### src/rtl/sprite_pkg.sv
// Shared types for the sprite engine: life-cycle state, colour word and a
// coordinate widening helper so all position arithmetic happens in 11 bits.
package sprite_pkg;

   typedef enum logic [1:0] {
      ALIVE = 2'd0,
      HIT   = 2'd1,
      DEAD  = 2'd2
   } sprite_state_t;

   typedef logic [23:0] color_t;

   localparam int COORD_W = 11;

   function automatic logic [COORD_W-1:0] ext11(input logic [9:0] v);
      return {1'b0, v};
   endfunction

endpackage

### src/rtl/sprite_addr_gen.sv
// Screen coordinate to sprite ROM address translation with optional mirroring,
// plus the two-stage in-box/visibility delay that lines up with ROM read data.
module sprite_addr_gen
   import sprite_pkg::*;
#(
   parameter int SPRITE_W = 36,
   parameter int SPRITE_H = 40,
   parameter int ADDR_W   = $clog2(SPRITE_W * SPRITE_H)
) (
   input  logic              Clk,
   input  logic              Reset,
   input  logic [9:0]        DrawX,
   input  logic [9:0]        DrawY,
   input  logic [9:0]        pos_x,
   input  logic [9:0]        pos_y,
   input  logic              flip,
   input  logic              visible,
   output logic [ADDR_W-1:0] rom_addr,
   output logic              in_box_d2,
   output logic              visible_d2
);

   localparam logic [COORD_W-1:0] W11 = COORD_W'(SPRITE_W);
   localparam logic [COORD_W-1:0] H11 = COORD_W'(SPRITE_H);
   localparam logic [COORD_W-1:0] WM1 = COORD_W'(SPRITE_W - 1);

   logic [COORD_W-1:0] x_s;
   logic [COORD_W-1:0] y_s;
   logic [COORD_W-1:0] px_s;
   logic [COORD_W-1:0] py_s;
   logic [COORD_W-1:0] col_s;
   logic [COORD_W-1:0] row_s;
   logic [COORD_W-1:0] col_eff_s;
   logic               in_box_s;
   logic [ADDR_W-1:0]  addr_s;
   logic               in_box_d1_r;
   logic               visible_d1_r;

   // Box test and address arithmetic; row/col only meaningful when in_box_s
   always_comb begin
      x_s      = ext11(DrawX);
      y_s      = ext11(DrawY);
      px_s     = ext11(pos_x);
      py_s     = ext11(pos_y);
      col_s    = x_s - px_s;
      row_s    = y_s - py_s;
      in_box_s = (x_s >= px_s) && (x_s < px_s + W11) &&
                 (y_s >= py_s) && (y_s < py_s + H11);
      if (flip) begin
         col_eff_s = WM1 - col_s;
      end else begin
         col_eff_s = col_s;
      end
      addr_s = ADDR_W'(row_s) * ADDR_W'(W11) + ADDR_W'(col_eff_s);
   end

   // Address register (holds outside the box) and the alignment delay line
   always_ff @(posedge Clk or posedge Reset) begin
      if (Reset) begin
         rom_addr     <= '0;
         in_box_d1_r  <= 1'b0;
         visible_d1_r <= 1'b0;
         in_box_d2    <= 1'b0;
         visible_d2   <= 1'b0;
      end else begin
         if (in_box_s) begin
            rom_addr <= addr_s;
         end
         in_box_d1_r  <= in_box_s;
         visible_d1_r <= visible;
         in_box_d2    <= in_box_d1_r;
         visible_d2   <= visible_d1_r;
      end
   end

endmodule

### src/rtl/sprite_engine.sv
// Per-sprite position, life cycle (ALIVE/HIT blink/DEAD) and pixel rendering
// from an external synchronous ROM; output lags DrawX/DrawY by three cycles.
module sprite_engine
   import sprite_pkg::*;
#(
   parameter int     SPRITE_W   = 36,
   parameter int     SPRITE_H   = 40,
   parameter int     START_X    = 320,
   parameter int     START_Y    = 420,
   parameter int     X_MIN      = 20,
   parameter int     X_MAX      = 563,
   parameter int     X_STEP     = 5,
   parameter int     HIT_FRAMES = 32,
   parameter int     FLIP_EN    = 1,
   parameter color_t KEY_COLOR  = 24'hFF00FF,
   parameter int     ADDR_W     = $clog2(SPRITE_W * SPRITE_H)
) (
   input  logic              Clk,
   input  logic              Reset,
   input  logic              frame_tick,
   input  logic [9:0]        DrawX,
   input  logic [9:0]        DrawY,
   input  logic              move_left,
   input  logic              move_right,
   input  logic              hit,
   input  logic              respawn,
   output logic [ADDR_W-1:0] rom_addr,
   input  logic [23:0]       rom_data,
   output logic              sprite_on,
   output logic [23:0]       sprite_color,
   output logic [9:0]        pos_x,
   output logic [9:0]        pos_y,
   output logic              alive
);

   sprite_state_t state_r;
   sprite_state_t state_n_s;
   logic [7:0]    hit_cnt_r;
   logic [7:0]    cnt_n_s;
   logic [9:0]    pos_n_s;
   logic          facing_left_r;
   logic          face_n_s;
   logic [10:0]   px11_s;
   logic          visible_s;
   logic          flip_s;
   logic          in_box_d2_s;
   logic          visible_d2_s;

   assign pos_y = 10'(START_Y);

   // Next-state, motion and blink counter; hit has priority over a same-cycle tick
   always_comb begin
      state_n_s = state_r;
      cnt_n_s   = hit_cnt_r;
      pos_n_s   = pos_x;
      face_n_s  = facing_left_r;
      px11_s    = ext11(pos_x);
      case (state_r)
         ALIVE: begin
            if (hit) begin
               state_n_s = HIT;
               cnt_n_s   = 8'(HIT_FRAMES);
            end else if (frame_tick && move_left && !move_right) begin
               if (px11_s < 11'(X_MIN + X_STEP)) begin
                  pos_n_s = 10'(X_MIN);
               end else begin
                  pos_n_s = pos_x - 10'(X_STEP);
               end
               face_n_s = 1'b1;
            end else if (frame_tick && move_right && !move_left) begin
               if (px11_s > 11'(X_MAX - X_STEP)) begin
                  pos_n_s = 10'(X_MAX);
               end else begin
                  pos_n_s = pos_x + 10'(X_STEP);
               end
               face_n_s = 1'b0;
            end else begin
               state_n_s = ALIVE;
            end
         end
         HIT: begin
            if (frame_tick) begin
               if (hit_cnt_r <= 8'd1) begin
                  cnt_n_s   = 8'd0;
                  state_n_s = DEAD;
               end else begin
                  cnt_n_s = hit_cnt_r - 8'd1;
               end
            end else begin
               state_n_s = HIT;
            end
         end
         DEAD: begin
            if (respawn) begin
               state_n_s = ALIVE;
               pos_n_s   = 10'(START_X);
               face_n_s  = 1'b0;
               cnt_n_s   = 8'd0;
            end else begin
               state_n_s = DEAD;
            end
         end
         default: begin
            state_n_s = ALIVE;
            cnt_n_s   = 8'd0;
         end
      endcase
   end

   // Life-cycle and position registers
   always_ff @(posedge Clk or posedge Reset) begin
      if (Reset) begin
         state_r       <= ALIVE;
         hit_cnt_r     <= 8'd0;
         pos_x         <= 10'(START_X);
         facing_left_r <= 1'b0;
         alive         <= 1'b1;
      end else begin
         state_r       <= state_n_s;
         hit_cnt_r     <= cnt_n_s;
         pos_x         <= pos_n_s;
         facing_left_r <= face_n_s;
         alive         <= (state_n_s == ALIVE);
      end
   end

   assign visible_s = (state_r == ALIVE) || ((state_r == HIT) && hit_cnt_r[2]);
   assign flip_s    = (FLIP_EN != 0) && facing_left_r;

   sprite_addr_gen #(
      .SPRITE_W (SPRITE_W),
      .SPRITE_H (SPRITE_H),
      .ADDR_W   (ADDR_W)
   ) u_addr_gen (
      .Clk        (Clk),
      .Reset      (Reset),
      .DrawX      (DrawX),
      .DrawY      (DrawY),
      .pos_x      (pos_x),
      .pos_y      (pos_y),
      .flip       (flip_s),
      .visible    (visible_s),
      .rom_addr   (rom_addr),
      .in_box_d2  (in_box_d2_s),
      .visible_d2 (visible_d2_s)
   );

   // Pixel output stage with transparency key
   always_ff @(posedge Clk or posedge Reset) begin
      if (Reset) begin
         sprite_on    <= 1'b0;
         sprite_color <= 24'h000000;
      end else if (in_box_d2_s && visible_d2_s && (rom_data != KEY_COLOR)) begin
         sprite_on    <= 1'b1;
         sprite_color <= rom_data;
      end else begin
         sprite_on    <= 1'b0;
         sprite_color <= 24'h000000;
      end
   end

endmodule
### config.mk
export PLATFORM = sky130hd
export DESIGN_NAME = sprite_engine
export DESIGN_NICKNAME = d
export VERILOG_FILES = /design/src/rtl/sprite_pkg.sv /design/src/rtl/sprite_addr_gen.sv /design/src/rtl/sprite_engine.sv
export SDC_FILE = /design/constraint.sdc
export NUM_CORES = 1
export LEC_CHECK = 0
export CORE_ASPECT_RATIO = 2
export CORE_UTILIZATION = 57
export CTS_BUF_LIST = sky130_fd_sc_hd__clkbuf_4 sky130_fd_sc_hd__clkbuf_8
export DETAILED_ROUTE_END_ITERATION = 12
export PLACE_DENSITY = 0.89
export SLEW_MARGIN = 25
export SYNTH_ARGS = -nofsm -noshare
export SYNTH_HDL_FRONTEND = slang
export SYNTH_SLANG_ARGS = --single-unit
### constraint.sdc
create_clock -name Clk -period 10.6 [get_ports Clk]
set_input_delay 2.12 -clock Clk [delete_from_list [all_inputs] [get_ports Clk]]
set_output_delay 2.12 -clock Clk [all_outputs]
set_load 0.05 [all_outputs]
---- Word-level counts from Yosys, hierarchy flattened ----
Cells that the tools add are included.
word-level totals
  register bits after elaboration ......... 62
  input port bits ......................... 51
  logic and storage cells ................. 81
operators by class
  add/sub/neg operators ................... 8
  multiply operators ...................... 1
  $lt $le $gt $ge ......................... 7
  eq/ne operators ......................... 8
  muxes and demuxes ....................... 27
  reduce and logical (&&, ||, !) cells .... 18
operators by type and width
  operator                                                                           count
  10-bit 2-to-1 mux                                                                  6
  8-bit 2-to-1 mux                                                                   4
  24-bit 2-to-1 mux                                                                  1
  24-bit inequality test (second input constant)                                     1
  8-bit one-hot mux with 3 select lines                                              1
  10-bit one-hot mux with 2 select lines                                             1
  2-bit 2-to-1 mux                                                                   6
  10-bit by 6-bit adder with 11-bit output (second input constant)                   1
  11-bit adder                                                                       1
  10-bit by 11-bit less-than comparator with 1-bit output                            1
  11-bit by 4-bit multiplier with 9-bit output (second input constant)               1
  11-bit 2-to-1 mux                                                                  1
  10-bit by 10-bit subtractor with 11-bit output                                     1
  10-bit by 9-bit subtractor with 11-bit output (second input constant)              1
  6-bit by 11-bit subtractor with 11-bit output (first input constant)               1
  10-bit by 3-bit adder with 10-bit output (second input constant)                   1
  10-bit >= comparator                                                               1
  10-bit by 9-bit >= comparator with 1-bit output (second input constant)            1
  10-bit greater-than comparator (second input constant)                             1
  1-bit logical AND                                                                  10
  10-bit by 5-bit less-than comparator with 1-bit output (second input constant)     1
  10-bit by 9-bit less-than comparator with 1-bit output (second input constant)     1
  10-bit by 3-bit subtractor with 10-bit output (second input constant)              1
  8-bit by 1-bit less-or-equal comparator with 1-bit output (second input constant)  1
  14 further kinds                                                                   23

---- Depth between registers and ports, before layout ----
Gate-level depths: netlist of run 1.
  depth after elaboration ................. 7
  depth in mapped cells ................... 19
  gate-level depth less buffers ........... 19

---- Cells and area by module ----
Synthesis of run 1 repeated with hierarchy kept, for this count alone.
second synthesis, totals
  cell total of the unflattened synthesis .. 583
  area, all modules ....................... 5301.3 um^2
by module, submodules not included
  module           instances  cells an instance  area an instance (um^2)
  sprite_addr_gen  1          310                2706.3
  sprite_engine    1          273                2595.0

---- Worst setup path after synthesis of run 1 ----
No wires, ideal clock.
  kind .................................... input port to flip-flop
  from .................................... in DrawX[0]
  to ...................................... reg u_addr_gen.rom_addr[10]
  arrival time ............................ 5.192 ns
  data required time ...................... 10.475 ns
  setup slack ............................. 5.284 ns
  stages .................................. 18
  path buffers ............................ 0
  path through ............................ inv_1 > ha_1 > inv_1 > fa_1 > xor2_1 > inv_1 > ha_1 > nand2_1 > o21ai_0 > fa_1 > a21o_1 > a21oi_1 > nor2b_1 > o21a_1 > o22a_1 > xnor2_2 > xnor2_1 > mux2_2
on the way
  word-level cells in the longest chain between the ends .. 4
  elaborated cells between the ends (all ways) .. 9
ends and longest elaborated chain
  element                                                                             RTL line                                      text
  from (decl)                                                                         sprite_engine.sv:21                           input logic [9:0] DrawX,
  10-bit by 10-bit subtractor with 11-bit output, or another cell as far along        sprite_addr_gen.sv:45                         col_s = x_s - px_s;
  6-bit by 11-bit subtractor with 11-bit output or 1-bit logical AND (tied branches)  sprite_addr_gen.sv:50, sprite_addr_gen.sv:47
  11-bit 2-to-1 mux or 1-bit logical AND (tied branches)                              sprite_addr_gen.sv:49, sprite_addr_gen.sv:47
  11-bit adder or 1-bit logical AND (tied branches)                                   sprite_addr_gen.sv:54, sprite_addr_gen.sv:48
  to (signal assigned)                                                                sprite_addr_gen.sv:67                         rom_addr <= addr_s;
  to (decl)                                                                           sprite_addr_gen.sv:18                         output logic [ADDR_W-1:0] rom_addr,
Several ways; a longest one is shown, not always the timed one.
A chain may end at the register's enable or synchronous reset.

---- Worst setup path in the final report of run 1 ----
  from .................................... in DrawX[1]
  to ...................................... reg u_addr_gen.rom_addr[10]
The elaborated chain is that of the path after synthesis.

==> metrics.cfg, run 1 <==
[cts]
cts_tree=done
cts.sinks=62
cts-htree-levels=3
cts_hold_buf=0
postCtsSetupBuffers=0
cts_buffer_depth=2
numCtsBuffers=9
clk_latency_ns=0.35
clkSlewWorstSetupHoldPaths_ns=0.08
cts_root_buf=clkbuf_8
post_cts_resize_count=0

[critical_path]
start_kind=input port
cp_slowest_stage_delay_ns=0.48
crit_required_ns=10.83
cp.arrival_ns=6.11
crit_type=in2reg
r2r_cells=18
endpoint_kind=flip-flop
critPathMaxFanout=3
worst_path_max_delay_cell=clkdlybuf4s50_1
cp_cell_sequence=clkdlybuf4s50_1 > ha_1 > nor2b_1 > o21ai_0 > nand2b_1 > xnor2_1 > ha_1 > nand2_1 > o21ai_0 > fa_1 > a21o_1 > a21oi_1 > nor2b_1 > o21a_1 > o22a_1 > xnor2_2 > xnor2_1 > mux2_2

[floorplan]
die_w_um=66.0
chipHeight_um=130
initial_core_util=0.588
pin_count=108
design.core.area_um2=7940
rows=46
die_area_um2=8580

[cells_and_area]
layout_commonest_cell=clkdlybuf4s50_1
n_antenna_cell=0
syn_to_final_growth_pct=26.0
final_cell_mix=clkdlybuf4s50_1, dfrtp_1, ha_1
multi_input_area_um2=2890
drive_above_1_share=0.0782
final_nets=710
seq_area_um2=1560
nFillCells=571

[logic_synthesis]
synth_seq_cells=62
synth_cell_types=66
yosysSeqAreaShare=0.333
synthArstFlopShare=1.00
netlist_area_um2=4670
synthFlopType=dfrtp_1
syn_inst=515
avgSynthCellArea_um2=9.07
synth_warnings=0
synth-edff-count=0

[global_route]
overflow=0
grt_first_pass_wirelength_mm=21.1
antenna_found_initial=0
grt_pass1_vias=4542
track_usage=0.331
grt_max_degree=63

[sta]
tns_ns=0
drv_slew=0
setup_slack_ns=4.73
finClkSkew_ns=0.00850
slew-limit-headroom=0.227
max_freq_mhz=170
rsz0062_at_grt=false
hold_violations=0
worst_pin_slew_ns=1.13
hold_ws_ns=0.356
setup_viol=0
min_period_ns=5.87
layout_worst_path_cycle_share=0.554

[route]
via_per_inst=6.02
dr.max_layer_used=met4
detail_route.wl_per_cell_um=18.4
wl_met1_mm=4.12
drc=0
drt_iter0_drc=244
wirelength_mm=13.1
ant_nets=0
wl_met3_um=635
firstDrtPassIters=5
wl_met2_mm=7.35
via_count=4274

[pwr]
p_comb_frac=0.655
p_seq_frac=0.223
pwr-share-clk=0.123
netSwitchingFraction=0.498
p_sw_w=0.000869
p_per_area_nw_per_um2=296
p_leak_nw=2.56
internal_power_w=0.000875
ir_worst_vdd_uv=196

[worst_hold_path]
min_path_type=reg2reg
whs_path_depth=0

[place]
place_ws_ns=4.46
globalplace.congestion=0.967
hpwl_mm=10.2
portBuffers=97

[flow_run]
maxCapViolCount=0

[status]
status=finished clean

## sequential cells by signal, indices dropped and copies added (netlist names)
name and cells:
sprite_color 24, u_addr_gen.rom_addr 11, pos_x 10, hit_cnt_r 8
state_r 2, alive 1, facing_left_r 1, sprite_on 1
u_addr_gen.in_box_d1_r 1, u_addr_gen.in_box_d2 1, u_addr_gen.visible_d1_r 1, u_addr_gen.visible_d2 1
## layer usage
metal / global-route usage / up-vias
met5: 0 / -
met4: 0.269 / 0
met3: 0.0839 / 66
met2: 0.600 / 181
met1: 0.294 / 2024
li1: - / 2003
## through the flow
step	std cells	instance area, um^2	utilization	power (W)
6_report	710	5880	0.741	0.00174
3_3_place_gp	694	5680	0.715	0.00146
5_1_grt	710	5880	0.741	0.00188
2_1_floorplan	523	4700	-	0.00121
3_5_place_dp	694	5680	0.715	0.00150
4_1_cts	710	5880	0.741	0.00173
## cell families (layout without fill, tap and decap cells)
| family | after synthesis | in the layout | share of synthesized area |
|---|---|---|---|
| compound gates | 123 | 123 | 0.172 |
| other cells | 2 | 10 | 0.00161 |
| mux | 12 | 12 | 0.0287 |
| fa+ha+maj | 50 | 50 | 0.139 |
| simple gates | 167 | 167 | 0.188 |
| xor+xnor | 43 | 43 | 0.0838 |
| buf+inv | 56 | 147 | 0.0538 |
| flops | 62 | 62 | 0.333 |
## worst paths after layout
path / startpoint / slack, ns / endpoint
min in group asynchronous: Reset / 2.31 / hit_cnt_r[0]
max in group asynchronous: Reset / 7.78 / facing_left_r
hold reg to reg: u_addr_gen.visible_d1_r / 0.36 / u_addr_gen.visible_d2
setup / recovery: DrawX[1] / 4.73 / u_addr_gen.rom_addr[10]
setup reg to reg: pos_x[1] / 6.24 / u_addr_gen.rom_addr[10]
hold / removal: u_addr_gen.visible_d1_r / 0.36 / u_addr_gen.visible_d2
## cells in the mapped netlist (5+ instances only)
library cell	count	share of area
nand2b_1	7	0.0094
buf_4	10	0.016
dfrtp_1	59	0.32
mux2_2	11	0.027
xor2_1	11	0.021
and2_1	24	0.032
inv_1	31	0.025
o21ai_0	40	0.043
nand4_1	5	0.0067
clkbuf_1	11	0.0088
nor4_1	7	0.0094
nor2b_1	6	0.0080
a21oi_1	27	0.029
xnor2_1	30	0.056
a31oi_1	7	0.0094
nand3_1	13	0.014
nand2_1	37	0.030
nor3_1	15	0.016
nor2_1	31	0.025
a21o_1	5	0.0080
ha_1	47	0.13
## worst max-delay path: cells and delay by family
family | cells | cell delay (ns)
muxes | 1 | 0.26
adders and majority gates | 3 | 1.11
xor gates and xnor gates | 3 | 0.52
AOI/OAI and AO/OA | 6 | 1.16
and+or+nand+nor | 4 | 0.43
buffers and inverters | 1 | 0.48
## power by group through the flow
| stage | clock network [W] | logic, W | registers [W] |
|---|---|---|---|
| 2_1_floorplan | 0 | 0.000732 | 0.000478 |
| 3_3_place_gp | 0 | 0.00107 | 0.000385 |
| 3_5_place_dp | 0 | 0.00111 | 0.000389 |
| 4_1_cts | 0.000217 | 0.00113 | 0.000385 |
| 5_1_grt | 0.000229 | 0.00125 | 0.000397 |
| 6_report | 0.000214 | 0.00114 | 0.000389 |
## area by class of cell
cell class | count | share of cell area
clock inverters | 7 | 0.0136
clock buffers | 9 | 0.0211
repair buffers | 100 | 0.169
inverters | 31 | 0.0198
well taps | 96 | 0.0204
multi-input cells | 405 | 0.492
flip-flops and latches | 62 | 0.264
Note: power is estimated with default switching activity, not from simulation.
==> run 2, diff against run 1 <==
Settings changed: CORE_UTILIZATION 57 to 52, PLACE_DENSITY 0.89 to 0.83.
Clock period 10.6 ns to 5.5 ns, I/O delays scaled along.
==> run 2 against run 1 <==
Net effect: wire length fell by 5.2%; worst setup slack got worse by 3.9 ns; cell area fell by 0.43%; sequential share of layout area rose by 0.11 points; global-route usage fell by 6.5 points; count of clock-buffer cells in the layout did not move; non-clock buffer count did not move; combinational power rose by 89%; hold slack got worse by 0.015 ns; clock power rose by 66%.
==> metrics.cfg, run 2 (synthesized netlist as in run 1, its figures left out) <==
[pwr]
p_leak_nw=2.55  ; -0.59%
p_per_area_nw_per_um2=555  ; +87%
ir_worst_vdd_uv=311  ; +59%
total_power_w=0.00325  ; +86%

[route]
drc=0  ; unchanged
firstDrtPassIters=5  ; unchanged
via_count=4227  ; -1.1%
ant_nets=0  ; unchanged
via_per_inst=5.92  ; -1.7%
drt_iter0_drc=194  ; -20%
wirelength_mm=12.4  ; -5.2%
detail_route.wl_per_cell_um=17.4  ; -5.7%

[global_route]
grt_first_pass_wirelength_mm=19.7  ; -6.8%
antenna_found_initial=0  ; unchanged
grt_pass1_vias=4320  ; -4.9%
grt_max_degree=63  ; unchanged
track_usage=0.266  ; -0.0646
overflow=0  ; unchanged

[sta]
worst_pin_slew_ns=1.06  ; -0.0729 ns
layout_worst_path_cycle_share=0.858
slew-limit-headroom=0.277  ; +0.0499
rsz0062_at_grt=false
tns_ns=0  ; unchanged
finClkSkew_ns=0.00882  ; +0.000324 ns
min_period_ns=4.72
setup_viol=0  ; unchanged
hold_violations=0  ; unchanged
drv_slew=0  ; unchanged
hold_ws_ns=0.341  ; -0.0149 ns
max_freq_mhz=212

[critical_path]
crit_required_ns=5.74  ; -5.09 ns
cp_cell_sequence=clkdlybuf4s50_1 > ha_1 > nor2b_1 > o21ai_0 > nand2b_1 > xnor2_1 > ha_1 > nand2_1 > o21ai_0 > fa_1 > a21o_1 > a21oi_1 > nor2b_1 > o21a_1 > o22a_1 > xnor2_2 > xnor2_1 > mux2_2
start_kind=input port
critPathMaxFanout=3  ; unchanged
cp.arrival_ns=4.96  ; -1.15 ns
worst_path_max_delay_cell=fa_1
endpoint_kind=flip-flop
crit_type=in2reg
cp_slowest_stage_delay_ns=0.48  ; about the same

[floorplan]
pin_count=108  ; unchanged
chipHeight_um=136  ; +4.6%
design.core.area_um2=8650  ; +8.9%
initial_core_util=0.540  ; -0.0480
die_area_um2=9390  ; +9.4%
die_w_um=69.0  ; +4.6%
rows=48  ; +4.3%

[cells_and_area]
drive_above_1_share=0.0782  ; unchanged
largest_register=sprite_color
multi_input_area_um2=2890  ; unchanged
nFillCells=705  ; +23%
reg_top3=sprite_color (24), u_addr_gen.rom_addr (11), pos_x (10)
seq_area_um2=1560  ; unchanged
n_antenna_cell=0  ; unchanged
syn_to_final_growth_pct=25.4
final_nets=710  ; unchanged
layout_commonest_cell=clkdlybuf4s50_1
final_cell_mix=clkdlybuf4s50_1, dfrtp_1, ha_1
largest_reg_flops=24  ; unchanged

[cts]
cts_tree=done
cts_hold_buf=0  ; unchanged
numCtsBuffers=9  ; unchanged
clkSlewWorstSetupHoldPaths_ns=0.07  ; about the same
clk_latency_ns=0.35  ; about the same
post_cts_resize_count=0  ; unchanged
cts-htree-levels=3  ; unchanged
cts.sinks=62  ; unchanged
postCtsSetupBuffers=0  ; unchanged
cts_root_buf=clkbuf_8
cts_buffer_depth=2  ; unchanged

[worst_hold_path]
min_path_type=reg2reg

[flow_run]
maxCapViolCount=0  ; unchanged

[place]
portBuffers=97  ; unchanged
globalplace.congestion=0.935  ; -3.3%
hpwl_mm=9.94  ; -2.4%

[status]
status=finished clean

-- run 2: worst max-delay path, delay by kind of cell --
family	cells	cell delay, ns
xor gates and xnor gates	3	0.46
adders and majority gates	3	1.08
buffers and inverters	1	0.46
muxes	1	0.26
and+or+nand+nor	4	0.52
AOI/OAI and AO/OA	6	1.08
-- run 2: routing by layer --
metal	track usage	part of all wire	up-vias
li1	-	-	2000
met1	0.248	0.33	2008
met2	0.517	0.57	167
met3	0.0356	0.039	52
met4	0.187	0.054	0
met5	0	0	-
-- run 2: final cells by class --
| cell class | count | share of cell area |
|---|---|---|
| Clock buffer | 9 | 0.0211 |
| Clock inverter | 7 | 0.00854 |
| Inverter | 31 | 0.0199 |
| Multi-Input combinational cell | 405 | 0.494 |
| Sequential cell | 62 | 0.265 |
| Tap cell | 100 | 0.0214 |
| Timing Repair Buffer | 100 | 0.170 |
-- run 2: path summary, 6_finish.rpt --
check,start,to,slack (ns),cells after the start
max,DrawX[1],u_addr_gen.rom_addr[10],0.78,18
min,u_addr_gen.visible_d1_r,u_addr_gen.visible_d2,0.34,0
max in group asynchronous,Reset,pos_x[5],3.69,3
min reg2reg,u_addr_gen.visible_d1_r,u_addr_gen.visible_d2,0.34,0
max reg2reg,pos_x[1],u_addr_gen.rom_addr[10],1.25,18
min in group asynchronous,Reset,u_addr_gen.rom_addr[2],1.28,3
-- run 2: metrics by stage --
stage               std cells  setup slack, ns  instance area [um^2]  utilization
finish                    714            0.781                  5860        0.677
detailed placement        698            0.389                  5680        0.657
floorplan                 523             1.20                  4700            -
global route              714            0.520                  5860        0.677
global placement          698            0.556                  5680        0.657
CTS                       714            0.761                  5860        0.677
-- run 2: power breakdown --
| part | switching (W) | leakage [nW] | total [W] | internal (W) |
|---|---|---|---|---|
| sequential | 0.000166 | 0.818 | 0.000745 | 0.000579 |
| clock | 0.000191 | 0.0816 | 0.000355 | 0.000164 |
| combinational | 0.00127 | 1.65 | 0.00215 | 0.000887 |
| total | 0.00162 | 2.55 | 0.00325 | 0.00163 |
==> run 3, diff against run 2 <==
Settings changed: CORE_UTILIZATION 52 to 28, CTS_CLUSTER_SIZE set to 10, PLACE_DENSITY 0.83 to not set.
==> run 3 against run 2 <==
Net effect: critical path depth is the same; final cell count up 14%; combinational power about the same.
==> metrics.cfg, run 3 (synthesized netlist as in run 1, its figures left out) <==
[critical_path]
crit_type=in2reg
start_kind=input port
endpoint_kind=flip-flop
crit_buf_inv=1  ; unchanged
crit_required_ns=5.74  ; about the same
cp_slowest_stage_delay_ns=0.47  ; about the same
worst_path_max_delay_cell=fa_1
cp_cell_sequence=clkdlybuf4s50_1 > ha_1 > nor2b_1 > o21ai_0 > nand2b_1 > xnor2_1 > ha_1 > nand2_1 > o21ai_0 > fa_1 > a21o_1 > a21oi_1 > nor2b_1 > o21a_1 > o22a_1 > xnor2_2 > xnor2_1 > mux2_2
critPathMaxFanout=3  ; unchanged
cp_top_family=adder cells
cp.arrival_ns=4.94  ; -0.02 ns

[cts]
cts.sinks=62  ; unchanged
postCtsSetupBuffers=0  ; unchanged
cts_tree=done
cts_buffer_depth=2  ; unchanged
clk_latency_ns=0.35  ; about the same
cts-htree-levels=3  ; unchanged
cts_root_buf=clkbuf_8
numCtsBuffers=9  ; unchanged
clkSlewWorstSetupHoldPaths_ns=0.07  ; about the same
post_cts_resize_count=0  ; unchanged
cts_hold_buf=0  ; unchanged

[global_route]
overflow=0  ; unchanged
grt_pass1_vias=4374  ; +1.3%
grt_max_degree=63  ; unchanged
grt_first_pass_wirelength_mm=20.9  ; +6.0%
track_usage=0.160  ; -0.106
antenna_found_initial=0  ; unchanged

[place]
place_ws_ns=0.450  ; +0.0613 ns
placed_area_um2=5810  ; +2.3%
globalplace.congestion=0.905  ; -3.2%
hpwl_mm=10.6  ; +6.5%
dp.cells=801  ; +15%
portBuffers=97  ; unchanged

[pwr]
p_per_area_nw_per_um2=560  ; +0.95%
p_comb_frac=0.642  ; -0.020
p_sw_w=0.00164  ; +0.78%
netSwitchingFraction=0.483  ; -0.0159
pwr-share-clk=0.137  ; +0.028
p_seq_frac=0.221  ; -0.008
p_leak_nw=2.57  ; +1.1%
ir_worst_vdd_uv=174  ; -44%
internal_power_w=0.00175  ; +7.4%

[status]
status=finished clean

[sta]
finClkSkew_ns=0.0104  ; +0.00159 ns
drv_slew=0  ; unchanged
hold_ws_ns=0.353  ; +0.0124 ns
rsz0062_at_grt=false
max_freq_mhz=213  ; +0.44%
hold_violations=0  ; unchanged
worst_pin_slew_ns=0.963  ; -0.0946 ns
min_period_ns=4.70  ; -0.0205 ns
slew-limit-headroom=0.341  ; +0.0647
layout_worst_path_cycle_share=0.854  ; -0.00372
tns_ns=0  ; unchanged
setup_slack_ns=0.801  ; +0.0205 ns
setup_viol=0  ; unchanged

[floorplan]
rows=66  ; +38%
initial_core_util=0.287  ; -0.253
pin_count=108  ; unchanged
chipHeight_um=185  ; +36%
die_w_um=93.3  ; +35%
design.core.area_um2=16300  ; +88%
die_area_um2=17200  ; +84%

[cells_and_area]
final_nets=709  ; -0.14%
largest_register=sprite_color
reg_top3=sprite_color (24), u_addr_gen.rom_addr (11), pos_x (10)
syn_to_final_growth_pct=29.3
largest_reg_flops=24  ; unchanged
layout_commonest_cell=clkdlybuf4s50_1
final_cells=817  ; +14%
drive_above_1_share=0.0783  ; +0.000128
final_cell_area_um2=6040  ; +3.1%
final_cell_mix=clkdlybuf4s50_1, dfrtp_1, ha_1
n_antenna_cell=0  ; unchanged

[worst_hold_path]
min_path_type=reg2reg

[route]
drc=0  ; unchanged
detail_route.wl_per_cell_um=16.3  ; -6.0%
firstDrtPassIters=4  ; -1
wirelength_mm=13.3  ; +7.6%
via_count=4169  ; -1.4%
via_per_inst=5.10  ; -14%
ant_nets=0  ; unchanged
drt_iter0_drc=202  ; +4.1%

[flow_run]
maxCapViolCount=0  ; unchanged

run 3: cell types whose count changed in the layout (fill, tap and decap cells not counted), sizes merged:
| cell | change |
|---|---|
| clkbuf | +4 |
| clkinv | -3 |
| bufinv | +2 |
| clkinvlp | -2 |
| buf | -1 |
| inv | -1 |
run 3: routing by layer:
layer	vias up	wire length, um	GRT usage
li1	1997	-	-
met1	2011	4440	0.142
met2	127	7730	0.316
met3	34	545	0.0285
met4	0	619	0.102
met5	-	0	0
run 3: power groups by stage:
stage	combinational, W	sequential (W)	clock [W]
after detailed placement	0.00218	0.000753	0
after global placement	0.00212	0.000746	0
after floorplan	0.00141	0.000921	0
final	0.00217	0.000747	0.000465
after CTS	0.00220	0.000745	0.000486
after global routing	0.00239	0.000766	0.000506
run 3: worst paths after layout:
check,depth (start not counted),start,to,slack (ns)
setup reg to reg,18,pos_x[1],u_addr_gen.rom_addr[10],1.25
hold / removal,0,u_addr_gen.visible_d1_r,u_addr_gen.visible_d2,0.35
hold reg to reg,0,u_addr_gen.visible_d1_r,u_addr_gen.visible_d2,0.35
setup / recovery,18,DrawX[1],u_addr_gen.rom_addr[10],0.80
min in group asynchronous,3,Reset,u_addr_gen.rom_addr[1],1.30
max in group asynchronous,3,Reset,state_r[1],3.64
run 3: area by class of cell:
class	count	area, um^2
Clock buffer	13	160
Clock inverter	3	67.6
Fill cell	1656	10200
Inverter	31	116
Multi-Input combinational cell	405	2900
Sequential cell	62	1560
Tap cell	204	255
Timing Repair Buffer	99	986
run 3: stage by stage:
step / total power [W] / util
final: 0.00339 / 0.371
after global routing: 0.00367 / 0.371
after CTS: 0.00343 / 0.371
after detailed placement: 0.00293 / 0.357
after global placement: 0.00287 / 0.357
after floorplan: 0.00233 / -
==> edit 1 (settings of run 3) <==
`FLIP_EN`: 1 -> 0.
--- a/src/rtl/sprite_engine.sv
+++ b/src/rtl/sprite_engine.sv
@@ -12,5 +12,5 @@
    parameter int     X_STEP     = 5,
    parameter int     HIT_FRAMES = 32,
-   parameter int     FLIP_EN    = 1,
+   parameter int     FLIP_EN    = 0,
    parameter color_t KEY_COLOR  = 24'hFF00FF,
    parameter int     ADDR_W     = $clog2(SPRITE_W * SPRITE_H)
Check against the original RTL: not equivalent (a bounded check fails within 4 cycles, from zero or initial values and one cycle with Reset high).
==> edit 1 against run 3 <==
  * Sequential share of layout area grew 0.33 points
  * Cell area is 2.9% lower
  * Count of clock-buffer cells in the layout decreased by 4
  * Total power fell by 19%
  * Routed wire length down 9.0%
  * Largest power group unchanged
  * Clock skew increased by 0.0033 ns
  * Combinational power decreased by 29%
  * Largest cell class unchanged
  * Clock power increased by 2%
  * Critical endpoint unchanged
  * Synthesized area shrank 3.8%
  * Worst setup slack got worse by 0.12 ns
  * Sequential cell count fell by 1
==> edit 1: results (changes against run 3) <==
Cells and area:
- The fraction of final layout cells with drive strength greater than 1 was 7.452% (-0.38 points).
- The summed area of non-filler cells in the final layout came to 0.005868 mm2 (-2.9%).
- The count of nets after finishing came to 681 (-3.9%).

Drt:
- The post-detailed-route via-to-cell ratio came to 4.823 (-5.5%).
- The total routed wirelength was 12130 um (-9.0%).
- The count of routing violations after the opening detailed-route iteration was 138 (-32%).
- The total vias in the final route is 3752 (-10%).

Setup path:
- The critical path data arrival time is 5.05 ns (+0.11 ns).
- The cell with the biggest individual delay on the critical path is sky130_fd_sc_hd__clkdlybuf4s50_1.
- The maximum cell stage delay along the critical path is 0.59 ns (+0.12 ns).
- The highest fanout seen on the critical path is 5 (+2).

Logic synthesis:
- The post-synthesis area per instance is 9.476 um2 (+4.5%).
- The sequential-to-total area share from yosys stat is 34.07% (+0.77 points).
- The distinct cell type count after synthesis is 65 (-1.5%).
- The share of the synthesized area in compound gates (AO/OA/AOI/OAI) was 15.65% (-1.5 points).
- Yosys attributes the largest share of cell area to sky130_fd_sc_hd__dfrtp_1 32%, sky130_fd_sc_hd__ha_1 13%, sky130_fd_sc_hd__fa_1 4.9%.
- After synthesis, the most frequently instantiated cells are 58 x sky130_fd_sc_hd__dfrtp_1, 52 x sky130_fd_sc_hd__inv_1, 47 x sky130_fd_sc_hd__ha_1.
- The arithmetic-cell share of the synthesized area counting full adders, half adders and majority gates was 17.99% (+4.1 points).
- The post-synthesis mux area share is 3.287% (+0.42 points).
- The post-synthesis xor/xnor area fraction is 5.460% (-2.9 points).

Pwr:
- The sequential-cell power consumption is 712 uW (-4.7%).
- The static power due to leakage came to 2.641 nW (+2.6%).
- The logic gate share of total power was 56.7% (-7.5 points).
- The internal power component is 1.473 mW (-16%).
- The worst IR drop on VDD is 186.8 uV (+7.5%).
- The share of total power in the clock network is 17.3% (+3.6 points).

Clocking:
- The H-tree depth is 3 (unchanged).
- The number of buffers inserted during clock tree synthesis is 9 (unchanged).
- The root buffer cell chosen for the clock tree is sky130_fd_sc_hd__clkbuf_8.

Placed design:
- The post-place instance area is 0.005642 mm2 (-2.9%).
- The worst setup slack before clock tree synthesis is 0.3366 ns (-0.1136 ns).
- The half-perimeter wire length of the detailed placement result was 9751 um (-7.9%).
- The routability-driven placement congestion ratio is 0.8322 (-8.0%).
- The number of placed cells counting well taps is 762 (-4.9%).

GRT:
- The first-pass GRT wire length is 19840 um (-5.1%).
- The number of global-route vias before repair is 3983 (-8.9%).
- The maximum number of pins on one net before global-route repair is 62 (-1.6%).
- The total track usage came to 15.43% (-0.55 points).

Timing:
- The slew at the pin with the worst max-slew slack came to 0.8400 ns (-0.1233 ns).
- The number of max-slew violations in the final report is 0 (unchanged).
- The final clock skew was 0.01373 ns (+0.003317 ns).

Outcome:
- The run finished with clean final reports.
-- edit 1: cell types whose count changed after synthesis, sizes merged, moves of 7 or more --
cell | before | now
nand2 | 37 | 19
xnor2 | 32 | 23
nand3 | 13 | 6
inv | 31 | 53
a21oi | 28 | 20
fa | 3 | 11
-- edit 1: worst paths after layout --
| kind | startpoint | to | slack, ns | cells past startpoint |
|---|---|---|---|---|
| setup / recovery | DrawY[2] | u_addr_gen.rom_addr[10] | 0.68 | 15 |
| hold reg to reg | u_addr_gen.visible_d1_r | u_addr_gen.visible_d2 | 0.36 | 0 |
| setup reg to reg | pos_x[2] | u_addr_gen.rom_addr[6] | 1.90 | 9 |
| max in group asynchronous | Reset | u_addr_gen.rom_addr[10] | 3.68 | 3 |
| min in group asynchronous | Reset | sprite_color[6] | 1.29 | 3 |
| hold / removal | u_addr_gen.visible_d1_r | u_addr_gen.visible_d2 | 0.36 | 0 |
-- edit 1: layout make-up --
type,count,area (um2)
fillers,1576,9828
multi-input cells,348,2675
flip-flops and latches,61,1530
repair buffers,99,985.9
well taps,201,251.5
inverters,53,198.9
clock buffers,9,123.9
clock inverters,7,102.6
-- edit 1: through the flow --
| step | util, % | hold slack (ns) |
|---|---|---|
| 4_1_cts | 37.39 | 0.3585 |
| 5_1_grt | 37.39 | 0.3650 |
| 3_5_place_dp | 35.94 | 0.3395 |
| 2_1_floorplan | - | 0.3312 |
| 6_report | 37.39 | 0.3569 |
| 3_3_place_gp | 35.91 | 0.3373 |
-- edit 1: metal layers --
metal | global-route usage (%) | share of wire [%] | up-vias
met1 | 14.89 | 35 | 1828
li1 | - | - | 1806
met4 | 7.365 | 3.5 | 0
met5 | 0 | 0 | -
met2 | 30.62 | 58 | 92
met3 | 2.483 | 2.8 | 26
==> edit 2 (settings of run 3) <==
Without the edit above. Register the output `rom_addr`, cleared by the reset; this adds one clock of latency there. The other outputs are not delayed to match.
--- a/src/rtl/sprite_engine.sv
+++ b/src/rtl/sprite_engine.sv
@@ -33,4 +33,6 @@
    output logic              alive
 );
+
+   logic [ADDR_W-1:0] rom_addr_d;
 
    sprite_state_t state_r;
@@ -141,5 +143,5 @@
       .flip       (flip_s),
       .visible    (visible_s),
-      .rom_addr   (rom_addr),
+      .rom_addr   (rom_addr_d),
       .in_box_d2  (in_box_d2_s),
       .visible_d2 (visible_d2_s)
@@ -160,3 +162,11 @@
    end
 
+   always_ff @(posedge Clk or posedge Reset) begin
+      if (Reset) begin
+         rom_addr <= '0;
+      end else begin
+         rom_addr <= rom_addr_d;
+      end
+   end
+
 endmodule
Check against the original RTL: not equivalent (Yosys sat finds a counterexample within 4 cycles, from zero or initial values and one cycle with Reset high).
==> edit 2 against run 3 <==
  * Worst hold slack worse by 0.00099 ns
  * Synthesized area is 4.3% higher
  * Sequential cell count is 11 higher
  * Clock power is 2% lower
  * Routed wire length is 8.0% lower
  * Worst setup slack worse by 0.085 ns
  * Utilization hardly changed
  * First-iteration DRC count is 55% lower
  * Total power is 0.46% lower
  * Non-clock buffer count is 1 higher
  * Critical path type unchanged
  * Sequential share of layout area is 3.5 points higher
  * Cell area is 3.5% higher
  * Critical path depth is 2 higher
==> edit 2: results (changes against run 3) <==
GRT:
- The first-pass GRT wire length is 20000 um (-4.3%).
- The maximum number of pins on one net before global-route repair was 50 (-21%).
- The total track usage is 14.33% (-1.7 points).
- The number of global-route vias before repair is 4284 (-2.1%).

Logic synthesis:
- Ranked by instance count, the synthesized netlist is headed by 70 x sky130_fd_sc_hd__dfrtp_1, 47 x sky130_fd_sc_hd__ha_1, 40 x sky130_fd_sc_hd__nor2_1.
- The arithmetic-cell share of the synthesized area counting full adders, half adders and majority gates is 13.30% (-0.58 points).
- The post-synthesis xor/xnor area fraction came to 8.626% (+0.24 points).
- The count of yosys warnings during synthesis was 0 (unchanged).
- By area the synthesized netlist is led by sky130_fd_sc_hd__dfrtp_1 36%, sky130_fd_sc_hd__ha_1 12%, sky130_fd_sc_hd__xnor2_1 6.3%.
- The distinct cell type count after synthesis is 64 (-3.0%).
- The sequential-to-total area share from yosys stat came to 37.56% (+4.3 points).
- The post-synthesis mux area share is 2.773% (-0.094 points).

Placed design:
- The count of buffers from port buffering came to 97 (unchanged).
- The half-perimeter wire length of the detailed placement result is 9825 um (-7.2%).
- The post-place instance area is 0.006036 mm2 (+3.8%).
- The routability-driven placement congestion ratio is 0.9042 (about the same).
- The number of placed cells counting well taps is 808 (+0.87%).

Pwr:
- The static power due to leakage is 2.739 nW (+6.4%).
- The internal power component came to 1.780 mW (+1.7%).

Setup path:
- The internal reg-to-reg setup slack is 1.44 ns (+0.19 ns).
- The critical path data arrival time is 5.02 ns (+0.08 ns).
- The critical path's top delay family is compound AO/OA/AOI/OAI gates.
- The cell with the biggest individual delay on the critical path is sky130_fd_sc_hd__clkdlybuf4s50_1.
- The worst register-to-register path begins at pos_x[0].
- The most critical setup path has its startpoint at DrawX[0].

Clocking:
- The clock-pin slew reported for the worst setup and hold paths after clock tree synthesis is 0.09 ns (+0.02 ns).
- The later-pin clock latency in the skew report is 0.37 ns (+0.02 ns).

Drt:
- The total routed wirelength was 12280 um (-8.0%).
- The count of routing violations after the opening detailed-route iteration was 91 (-55%).
- The routed wire length per instance is 14.90 um (-8.7%).
- The total vias in the final route is 4101 (-1.6%).

Timing:
- The slew at the pin with the worst max-slew slack is 0.6434 ns (-0.3199 ns).
- The final clock skew came to 0.02150 ns (+0.01109 ns).

Cells and area:
- The count of nets after finishing is 713 (+0.56%).
- The fraction of final layout cells with drive strength greater than 1 is 7.293% (-0.54 points).
- The largest registers in the layout are sprite_color: 24 flops, rom_addr: 11 flops, u_addr_gen.rom_addr: 11 flops.

Outcome:
- The run finished with clean final reports.
==> edit 2: changes by cell type in the layout (fill, tap and decap cells not counted), sizes merged, moves of 5 or more <==
cell	run 3	this run
nand3	13	5
dfrtp	59	70
inv	31	36
nor2	32	40
nand2	37	32
==> edit 2: layout make-up <==
class / count / area, um2 / share of cell area [%]
Clock inverter: 7 / 83.83 / 1.341
Multi-Input combinational cell: 395 / 2833 / 45.33
Inverter: 33 / 126.4 / 2.022
Sequential cell: 73 / 1831 / 29.29
Timing Repair Buffer: 100 / 993.5 / 15.90
Tap cell: 207 / 259.0 / 4.144
Clock buffer: 9 / 123.9 / 1.982
==> edit 2: power groups by stage <==
stage                     clock network (mW)  registers (mW)  logic (mW)
final                                  0.456           0.838        2.08
after global routing                   0.490           0.867        2.30
after CTS                              0.472           0.839        2.10
after detailed placement                   0           0.849        2.08
after global placement                     0           0.844        2.03
after floorplan                            0            1.03        1.39
==> edit 2: worst min-delay path by stage <==
stage | startpoint | endpoint | slack (ns) | cells after the start
3_5_place_dp | u_addr_gen.in_box_d1_r | u_addr_gen.in_box_d2 | 0.34 | 0
3_3_place_gp | u_addr_gen.in_box_d1_r | u_addr_gen.in_box_d2 | 0.34 | 0
4_1_cts | u_addr_gen.in_box_d1_r | u_addr_gen.in_box_d2 | 0.36 | 0
2_1_floorplan | u_addr_gen.in_box_d1_r | u_addr_gen.in_box_d2 | 0.33 | 0
5_1_grt | u_addr_gen.in_box_d1_r | u_addr_gen.in_box_d2 | 0.37 | 0
6_report | u_addr_gen.in_box_d1_r | u_addr_gen.in_box_d2 | 0.35 | 0
==> edit 2: metal layers <==
| layer | vias to the layer above | global-route usage, % | share of wire (%) |
|---|---|---|---|
| li1 | 1975 | - | - |
| met1 | 1977 | 14.16 | 35 |
| met2 | 120 | 27.14 | 56 |
| met3 | 29 | 2.583 | 4.5 |
| met4 | 0 | 7.284 | 3.9 |
| met5 | - | 0 | 0 |
==> edit 2: kinds of logic (layout without fill, tap and decap cells) <==
group	Yosys count	count (layout)
AO/OA/AOI/OAI	115	115
XOR/XNOR	48	48
adder cells (fa/ha/maj)	50	50
buffers and inverters	55	149
flip-flops	73	73
multiplexers	12	12
other	2	10
AND/OR/NAND/NOR	160	160
==> edit 2: through the flow <==
step	power (mW)	setup slack, ns
3_3_place_gp	2.878	0.3844
4_1_cts	3.407	0.7261
5_1_grt	3.653	0.4665
2_1_floorplan	2.425	1.137
6_report	3.370	0.7161
3_5_place_dp	2.933	0.3295
